### src/rtl/magnitude_comparator_if.sv
// Operand/result bundle for magnitude_comparator; master drives operands, slave returns results.
// signed_mode exists only when MAGNITUDE_COMPARATOR_SIGNED_EN is defined.
interface magnitude_comparator_if #(
    parameter int WIDTH = 4
);
    logic             in_valid;
    logic [WIDTH-1:0] a;
    logic [WIDTH-1:0] b;
    logic             casc_gt;
    logic             casc_lt;
    logic             casc_eq;
`ifdef MAGNITUDE_COMPARATOR_SIGNED_EN
    logic             signed_mode;
`endif
    logic             a_gt_b;
    logic             a_lt_b;
    logic             a_eq_b;
    logic             out_valid;

    modport master (
`ifdef MAGNITUDE_COMPARATOR_SIGNED_EN
        output signed_mode,
`endif
        output in_valid, a, b, casc_gt, casc_lt, casc_eq,
        input  a_gt_b, a_lt_b, a_eq_b, out_valid
    );

    modport slave (
`ifdef MAGNITUDE_COMPARATOR_SIGNED_EN
        input  signed_mode,
`endif
        input  in_valid, a, b, casc_gt, casc_lt, casc_eq,
        output a_gt_b, a_lt_b, a_eq_b, out_valid
    );
endinterface

### src/rtl/magnitude_comparator.sv
// Registered N-bit magnitude comparator with 7485-style cascade inputs, one-cycle latency.
// Define MAGNITUDE_COMPARATOR_SIGNED_EN to add a two's-complement signed_mode input.
module magnitude_comparator #(
    parameter int WIDTH = 4
) (
    input  logic                  clk,
    input  logic                  rst,
    magnitude_comparator_if.slave bus
);
    localparam int MSB = WIDTH - 1;

    logic [WIDTH-1:0] opA;
    logic [WIDTH-1:0] opB;
    logic             signedMode;

    logic gt_d, lt_d, eq_d;
    logic gt_q, lt_q, eq_q;
    logic valid_q;
    logic decided;

    assign opA = bus.a;
    assign opB = bus.b;
`ifdef MAGNITUDE_COMPARATOR_SIGNED_EN
    assign signedMode = bus.signed_mode;
`else
    assign signedMode = 1'b0;
`endif

    // First differing bit from the MSB decides; cascade inputs only matter on a full tie.
    always_comb begin
        gt_d    = 1'b0;
        lt_d    = 1'b0;
        eq_d    = 1'b0;
        decided = 1'b0;
        for (int i = MSB; i >= 0; i--) begin
            if (!decided && (opA[i] != opB[i])) begin
                decided = 1'b1;
                gt_d    = opA[i];
                lt_d    = opB[i];
            end
        end
        if (signedMode && (opA[MSB] != opB[MSB])) begin
            gt_d = opB[MSB];
            lt_d = opA[MSB];
        end
        if (!decided) begin
            if (bus.casc_eq) begin
                eq_d = 1'b1;
            end else if (bus.casc_gt && !bus.casc_lt) begin
                gt_d = 1'b1;
            end else if (bus.casc_lt && !bus.casc_gt) begin
                lt_d = 1'b1;
            end
        end
    end

    always_ff @(posedge clk) begin
        if (rst) begin
            gt_q    <= 1'b0;
            lt_q    <= 1'b0;
            eq_q    <= 1'b1;
            valid_q <= 1'b0;
        end else begin
            valid_q <= bus.in_valid;
            if (bus.in_valid) begin
                gt_q <= gt_d;
                lt_q <= lt_d;
                eq_q <= eq_d;
            end
        end
    end

    assign bus.a_gt_b    = gt_q;
    assign bus.a_lt_b    = lt_q;
    assign bus.a_eq_b    = eq_q;
    assign bus.out_valid = valid_q;
endmodule

### src/flat_wrapper.sv
// flat-port wrapper written by rule: the top's interface ports become plain ports
module magnitude_comparator_flat 
#(
    parameter int WIDTH = 4
)
  (clk, rst, bus_in_valid, bus_a, bus_b, bus_casc_gt, bus_casc_lt, bus_casc_eq, bus_a_gt_b, bus_a_lt_b, bus_a_eq_b, bus_out_valid);
  magnitude_comparator_if #(.WIDTH(WIDTH)) bus_i ();
  input  logic clk;
  input  logic rst;
  input wire logic [$bits(bus_i.in_valid)-1:0] bus_in_valid;
  input wire logic [$bits(bus_i.a)-1:0] bus_a;
  input wire logic [$bits(bus_i.b)-1:0] bus_b;
  input wire logic [$bits(bus_i.casc_gt)-1:0] bus_casc_gt;
  input wire logic [$bits(bus_i.casc_lt)-1:0] bus_casc_lt;
  input wire logic [$bits(bus_i.casc_eq)-1:0] bus_casc_eq;
  output wire logic [$bits(bus_i.a_gt_b)-1:0] bus_a_gt_b;
  output wire logic [$bits(bus_i.a_lt_b)-1:0] bus_a_lt_b;
  output wire logic [$bits(bus_i.a_eq_b)-1:0] bus_a_eq_b;
  output wire logic [$bits(bus_i.out_valid)-1:0] bus_out_valid;
  assign bus_i.in_valid = bus_in_valid;
  assign bus_i.a = bus_a;
  assign bus_i.b = bus_b;
  assign bus_i.casc_gt = bus_casc_gt;
  assign bus_i.casc_lt = bus_casc_lt;
  assign bus_i.casc_eq = bus_casc_eq;
  assign bus_a_gt_b = bus_i.a_gt_b;
  assign bus_a_lt_b = bus_i.a_lt_b;
  assign bus_a_eq_b = bus_i.a_eq_b;
  assign bus_out_valid = bus_i.out_valid;
  magnitude_comparator #(.WIDTH(WIDTH)) u_core (.clk(clk), .rst(rst), .bus(bus_i));
endmodule
### config.mk
export PLATFORM = sky130hd
export DESIGN_NAME = magnitude_comparator_flat
export DESIGN_NICKNAME = d
export VERILOG_FILES = /design/src/rtl/magnitude_comparator_if.sv /design/src/rtl/magnitude_comparator.sv /design/src/flat_wrapper.sv
export SDC_FILE = /design/constraint.sdc
export NUM_CORES = 1
export LEC_CHECK = 0
export BUFFER_PORTS_ARGS = -buffer_cell sky130_fd_sc_hd__buf_2
export CORE_AREA = 5 5 42 44
export CTS_CLUSTER_SIZE = 10
export DETAILED_ROUTE_END_ITERATION = 10
export DIE_AREA = 0 0 47 49
export MAX_ROUTING_LAYER = met4
export PLACE_DENSITY_LB_ADDON = 0.25
export SLEW_MARGIN = 15
export SYNTH_ARGS = -nofsm -noshare
export SYNTH_HDL_FRONTEND = slang
export SYNTH_SLANG_ARGS = --single-unit
### constraint.sdc
create_clock -name clk -period 2.43 [get_ports clk]
set_input_delay 0.6075 -clock clk [delete_from_list [all_inputs] [get_ports clk]]
set_output_delay 0.6075 -clock clk [all_outputs]
set_load 0.01 [all_outputs]
==> flow_summary_export.csv, run 1 <==
group,metric,value,unit
run_status,status,"finished, final reports clean",
global_routing,grt_max_degree,9,
layout,mostFrequentLayoutCell,"buf_2",
sta,holdWs,489,ps
sta,setup_viol,0,
sta,hold_viol,0,
worst_setup_path,r2r_cells,1,
pwr,switchingPower,0.0613,mW
hold_path,holdPathStages,2,
synth,synth_area,348,um^2
synth,synth_cell_types,23,
clocking,cts_resized,0,
hold_path,hold_start,"u_core.bus.a_lt_b",
worst_setup_path,crit_buf_inv,2,
pwr,ir_worst_vdd,0.107,mV
drt,viasPerCell,4.57,
global_routing,grt_overflow,0,
layout,final_nets,83,
drt,vias,370,
drt,drc,0,
global_routing,use_met3,3.32,%
hold_path,holdPathEnd,"u_core.bus.a_lt_b",
drt,wirelength,802,um
pwr,power_frac_seq,33.2,%
drt,drtIter0Drc,1,
global_routing,met1_usage,10.3,%
sta,rsz0062_at_grt,"no",
pwr,finalPower,0.220,mW
die,die-height,49,um
clocking,cts_buffers,3,
sta,max_clock_freq,614,MHz
worst_setup_path,worst-setup-path-type,"in2reg",
synth,ys_seq_elements,4,
worst_setup_path,rr_startpoint,"u_core.bus.a_eq_b",
layout,syn_to_final_growth,36.7,%
global_routing,antenna_found_initial,0,
clocking,cts_max_level,1,
synth,ys_seq_area_share,23.0,%
placed_design,dpl.cell_count,78,
global_routing,grt-busiest-layer,"met2",
sta,worst_slew_pin_slew,224,ps
worst_setup_path,critical_path.startpoint,"bus_b[3]",
layout,antennaDiodeCount,0,
pwr,clkPwrFrac,37.0,%
placed_design,place_area,453,um^2
layout,final_layout_size_suffix_gt1_share,33.8,%
die,pin_count,18,
worst_setup_path,cp_slowest_cell,"ha_1",
pwr,power.internal,0.159,mW
die,rows,14,
sta,fin_crit_sh,67.0,%
pwr,swShare,27.9,%
sta,slew_headroom,85.0,%
clocking,numClockSinks,4,
layout,fin_cells,81,
placed_design,dp_slack,542,ps
worst_setup_path,end_kind,"flop",
synth,synth-main-ff-cell,"dfxtp_1",
die,core,1400,um^2
synth,syn_area_per_cell,7.73,um^2
placed_design,port_buffers,17,
worst_setup_path,crit_family,"compound AO/OA/AOI/OAI gates",
synth,async_flop_share,0,%
sta,slew_viol_final,0,
clocking,cts-root-buf,"clkbuf_4",
hold_path,hold_class,"reg2reg",
placed_design,gp_congestion,0.749,
clocking,clk_pin_slew_worst_paths,40,ps
worst_setup_path,startpoint_type,"input port",
pwr,p_leak,0.230,nW
layout,finalInstanceArea,475,um^2
synth,yosys_warnings,0,
clocking,holdBufCountCts,0,
sta,min_period,1630,ps
worst_setup_path,required,2580,ps
global_routing,grt_use_met2,12.0,%
worst_setup_path,rr_endpoint,"u_core.bus.a_eq_b",
global_routing,grt.total_usage,8.72,%
sta,finClkSkew,0,ps
drt,ant_nets,0,
clocking,cts_tree,"yes",
pwr,combinationalPowerShare,29.7,%
global_routing,grt_pass1_vias,363,
worst_setup_path,path_cells,"buf_2, inv_1, ha_1, a21boi_0, a2bb2oi_1, o211ai_1, a211oi_1",
global_routing,grt_pass1_wl,1.41,mm
synth,synth_nets,61,
layout,final_util,33.9,%
layout,final_cell_mix,"buf_2, inv_1, nor2_1",
worst_setup_path,worstPathArrival,1780,ps
clocking,insertion_delay,230,ps
drt,drt_first_pass_iters,3,
pwr,powerDensity,463,nW/um^2
worst_setup_path,slowest_delay,380,ps
drt,routedWlPerCell,9.90,um
clocking,cts_setup_buffers,0,
worst_setup_path,regToRegSetupSlack,1680,ps
synth,synth_edf_count,0,
clocking,cts_buffer_depth,2,
sta,tns,0,ps
die,die-area,2300,um^2
die,die_w,47,um
placed_design,dp_hpwl,700,um
sta,layout_setup_ws,801,ps
worst_setup_path,worstPathMaxFanout,8,
die,initial_core_util,24.8,%
flow_run,maxCapViolations,0,
synth,syn_inst,45,
==> flip-flops by register name, indices dropped and copies added, names as in the netlist <==
name                  cells
u_core.bus.a_eq_b         1
u_core.bus.a_gt_b         1
u_core.bus.a_lt_b         1
u_core.bus.out_valid      1
==> metal layers <==
layer  part of all wire [%]  vias to the layer above
li1                       -                      200
met1                     42                      159
met2                     50                       11
met3                    8.4                        0
met4                      0                        0
met5                      0                        -
==> worst max path at each step <==
| stage | endpoint | slack, ps | cells after the start |
|---|---|---|---|
| after floorplan | u_core.bus.a_lt_b | 770 | 6 |
| after CTS | u_core.bus.a_lt_b | 790 | 7 |
| final | u_core.bus.a_lt_b | 800 | 7 |
| after global routing | u_core.bus.a_lt_b | 640 | 7 |
| after detailed placement | u_core.bus.a_lt_b | 540 | 7 |
| after global placement | u_core.bus.a_lt_b | 570 | 7 |
==> cell type report <==
type / count / area, um^2
flip-flops and latches: 4 / 80.1
clock buffers: 3 / 22.5
multi-input cells: 34 / 241
repair buffers: 17 / 85.1
well taps: 16 / 20.0
fillers: 156 / 926
inverters: 7 / 26.3
==> cell usage after synthesis (2+ instances only) <==
cell	number	share of area (%)
a21oi_1	2	2.9
nor2b_1	2	3.6
a31oi_1	2	3.6
nand2_1	2	2.2
dfxtp_1	4	23
inv_1	7	7.6
maj3_1	2	5.8
nor2_1	5	5.4
a211oi_1	2	4.3
ha_1	2	7.2
xnor2_1	2	5.0
nor3b_1	2	4.3
==> power groups by stage <==
stage / Sequential (mW) / Clock (mW) / Combinational [mW]
final: 0.0731 / 0.0815 / 0.0655
after floorplan: 0.0766 / 0 / 0.0363
after detailed placement: 0.0742 / 0 / 0.0664
after global placement: 0.0740 / 0 / 0.0652
after CTS: 0.0733 / 0.0865 / 0.0665
after global routing: 0.0736 / 0.0945 / 0.0752
==> worst min-delay path, delay by kind of cell (launching register included) <==
kind	cells	cell delay [ps]
AO/OA/AOI/OAI	1	50
flip-flops	1	300
AND/OR/NAND/NOR	1	90
==> cells by family (layout without fill, tap and decap cells) <==
group / count (synthesis) / count (layout) / synth area share (%)
simple gates: 15 / 15 / 24.5
compound gates: 12 / 12 / 24.5
buf+inv: 7 / 27 / 7.56
fa+ha+maj: 4 / 4 / 12.9
flops: 4 / 4 / 23.0
xor+xnor: 3 / 3 / 7.56
No activity file was read; power rests on OpenSTA's default activity.
==> run 2, diff against run 1 <==
clock period = 1.5 ns   (was 2.43 ns; I/O delays follow)
==> run 2 against run 1 <==
Net effect: hold slack got worse by 140 ps; count of clock-buffer cells in the layout unchanged; sequential cell count stayed put; largest power group unchanged; total power grew 62%; clock power rose by 56%; non-clock buffer count up 2; die area unchanged; first-iteration DRC count rose to 7.0 times the previous value; critical path depth did not move; register-to-register slack got worse by 930 ps; largest cell class unchanged; worst setup slack lost 690 ps; global-route usage shrank 0.80 points.
==> flow_summary_export.csv, run 2 (same netlist as run 1, synthesis figures left out) <==
group,metric,value,unit
pwr,powerDensity,727,nW/um^2
pwr,swShare,26.7,%
placed_design,gp_congestion,0.710,
hold_path,hold_class,"in2reg",
drt,ant_nets,0,
clocking,clk_pin_slew_worst_paths,30,ps
global_routing,grt_pass1_wl,1.34,mm
sta,setup_viol,0,
worst_setup_path,crit_family,"compound AO/OA/AOI/OAI gates",
sta,max_clock_freq,721,MHz
pwr,finalPower,0.357,mW
drt,drt_first_pass_iters,4,
sta,rsz0062_at_grt,"no",
global_routing,grt_pass1_vias,354,
sta,hold_viol,0,
layout,syn_to_final_growth,41.0,%
worst_setup_path,worstPathMaxFanout,5,
worst_setup_path,end_kind,"flop",
layout,fillCellCount,169,
worst_setup_path,required,1600,ps
layout,antennaDiodeCount,0,
clocking,cts_max_level,1,
global_routing,grt_overflow,0,
pwr,power_frac_seq,33.1,%
sta,tns,0,ps
drt,routedWlPerCell,9.16,um
drt,viasPerCell,4.54,
sta,min_period,1390,ps
worst_setup_path,crit_buf_inv,3,
layout,final_layout_size_suffix_gt1_share,35.8,%
clocking,cts_setup_buffers,0,
clocking,insertion_delay,230,ps
clocking,cts_buffer_depth,2,
drt,wirelength,760,um
sta,finClkSkew,0,ps
pwr,switchingPower,0.0954,mW
global_routing,grt.total_usage,7.93,%
placed_design,port_buffers,17,
worst_setup_path,slowest_delay,340,ps
flow_run,maxCapViolations,0,
clocking,cts_resized,0,
placed_design,place_area,468,um^2
die,initial_core_util,24.8,%
worst_setup_path,path_cells,"buf_2, inv_1, ha_1, buf_4, a31o_2, o21ai_0, a211oi_1",
global_routing,antenna_found_initial,0,
worst_setup_path,cp_slowest_cell,"ha_1",
layout,finalInstanceArea,490,um^2
global_routing,grt_max_degree,6,
layout,mostFrequentLayoutCell,"buf_2",
clocking,cts-root-buf,"clkbuf_4",
worst_setup_path,startpoint_type,"input port",
pwr,power.internal,0.261,mW
die,core,1400,um^2
sta,fin_crit_sh,92.5,%
worst_setup_path,worstPathArrival,1490,ps
worst_setup_path,worst-setup-path-type,"in2reg",
clocking,numClockSinks,4,
run_status,status,"finished, final reports clean",
pwr,ir_worst_vdd,0.173,mV
die,die-height,49,um
drt,vias,377,
die,die_w,47,um
drt,drc,0,
pwr,p_leak,0.240,nW
layout,final_nets,85,
clocking,holdBufCountCts,0,
layout,final_cell_mix,"buf_2, inv_1, nor2_1",
sta,slew_viol_final,0,
placed_design,dp_hpwl,698,um
pwr,combinationalPowerShare,31.3,%
die,pin_count,18,
drt,drtIter0Drc,7,
sta,slew_headroom,85.7,%
die,die-area,2300,um^2
sta,worst_slew_pin_slew,212,ps
clocking,cts_buffers,3,
die,rows,14,
pwr,clkPwrFrac,35.5,%
clocking,cts_tree,"yes",
## run 2: worst paths after layout
check / slack (ps) / endpoint / depth (start not counted) / startpoint
max: 110 / u_core.bus.a_gt_b / 7 / bus_b[3]
min reg2reg: 490 / u_core.bus.a_eq_b / 1 / u_core.bus.a_eq_b
min: 350 / u_core.bus.out_valid / 2 / rst
max reg2reg: 750 / u_core.bus.a_eq_b / 1 / u_core.bus.a_eq_b
## run 2: layout make-up
type | count | area (um^2) | area share, %
sequential | 4 | 80.1 | 16.3
clock buffer | 3 | 22.5 | 4.59
inverter | 7 | 26.3 | 5.36
timing repair buffer | 19 | 100 | 20.4
multi-input combinational | 34 | 241 | 49.2
tap | 16 | 20.0 | 4.08
## run 2: power groups by stage
stage | clock, mW | combinational [mW] | sequential (mW)
2_1_floorplan | 0 | 0.0589 | 0.124
3_3_place_gp | 0 | 0.111 | 0.120
3_5_place_dp | 0 | 0.113 | 0.120
4_1_cts | 0.133 | 0.113 | 0.118
5_1_grt | 0.147 | 0.128 | 0.119
6_report | 0.127 | 0.112 | 0.118
## run 2: stage by stage
| stage | cells | worst slack (ps) | hold slack (ps) | util, % |
|---|---|---|---|---|
| after floorplan | 45 | 72.1 | 442 | - |
| after global placement | 80 | -81.9 | 477 | 33.4 |
| after detailed placement | 80 | -128 | 485 | 33.4 |
| after CTS | 83 | 117 | 347 | 35.0 |
| after global routing | 83 | 14.1 | 355 | 35.0 |
| final | 83 | 112 | 353 | 35.0 |
## run 2: per-layer routing
metal  vias to the layer above  global-route usage (%)  part of all wire, %
met1                       161                    9.83                   42
met2                        11                    11.3                   48
met3                         0                    3.32                   10
li1                        205                       -                    -
met4                         0                    2.76                    0
met5                         -                       -                    0
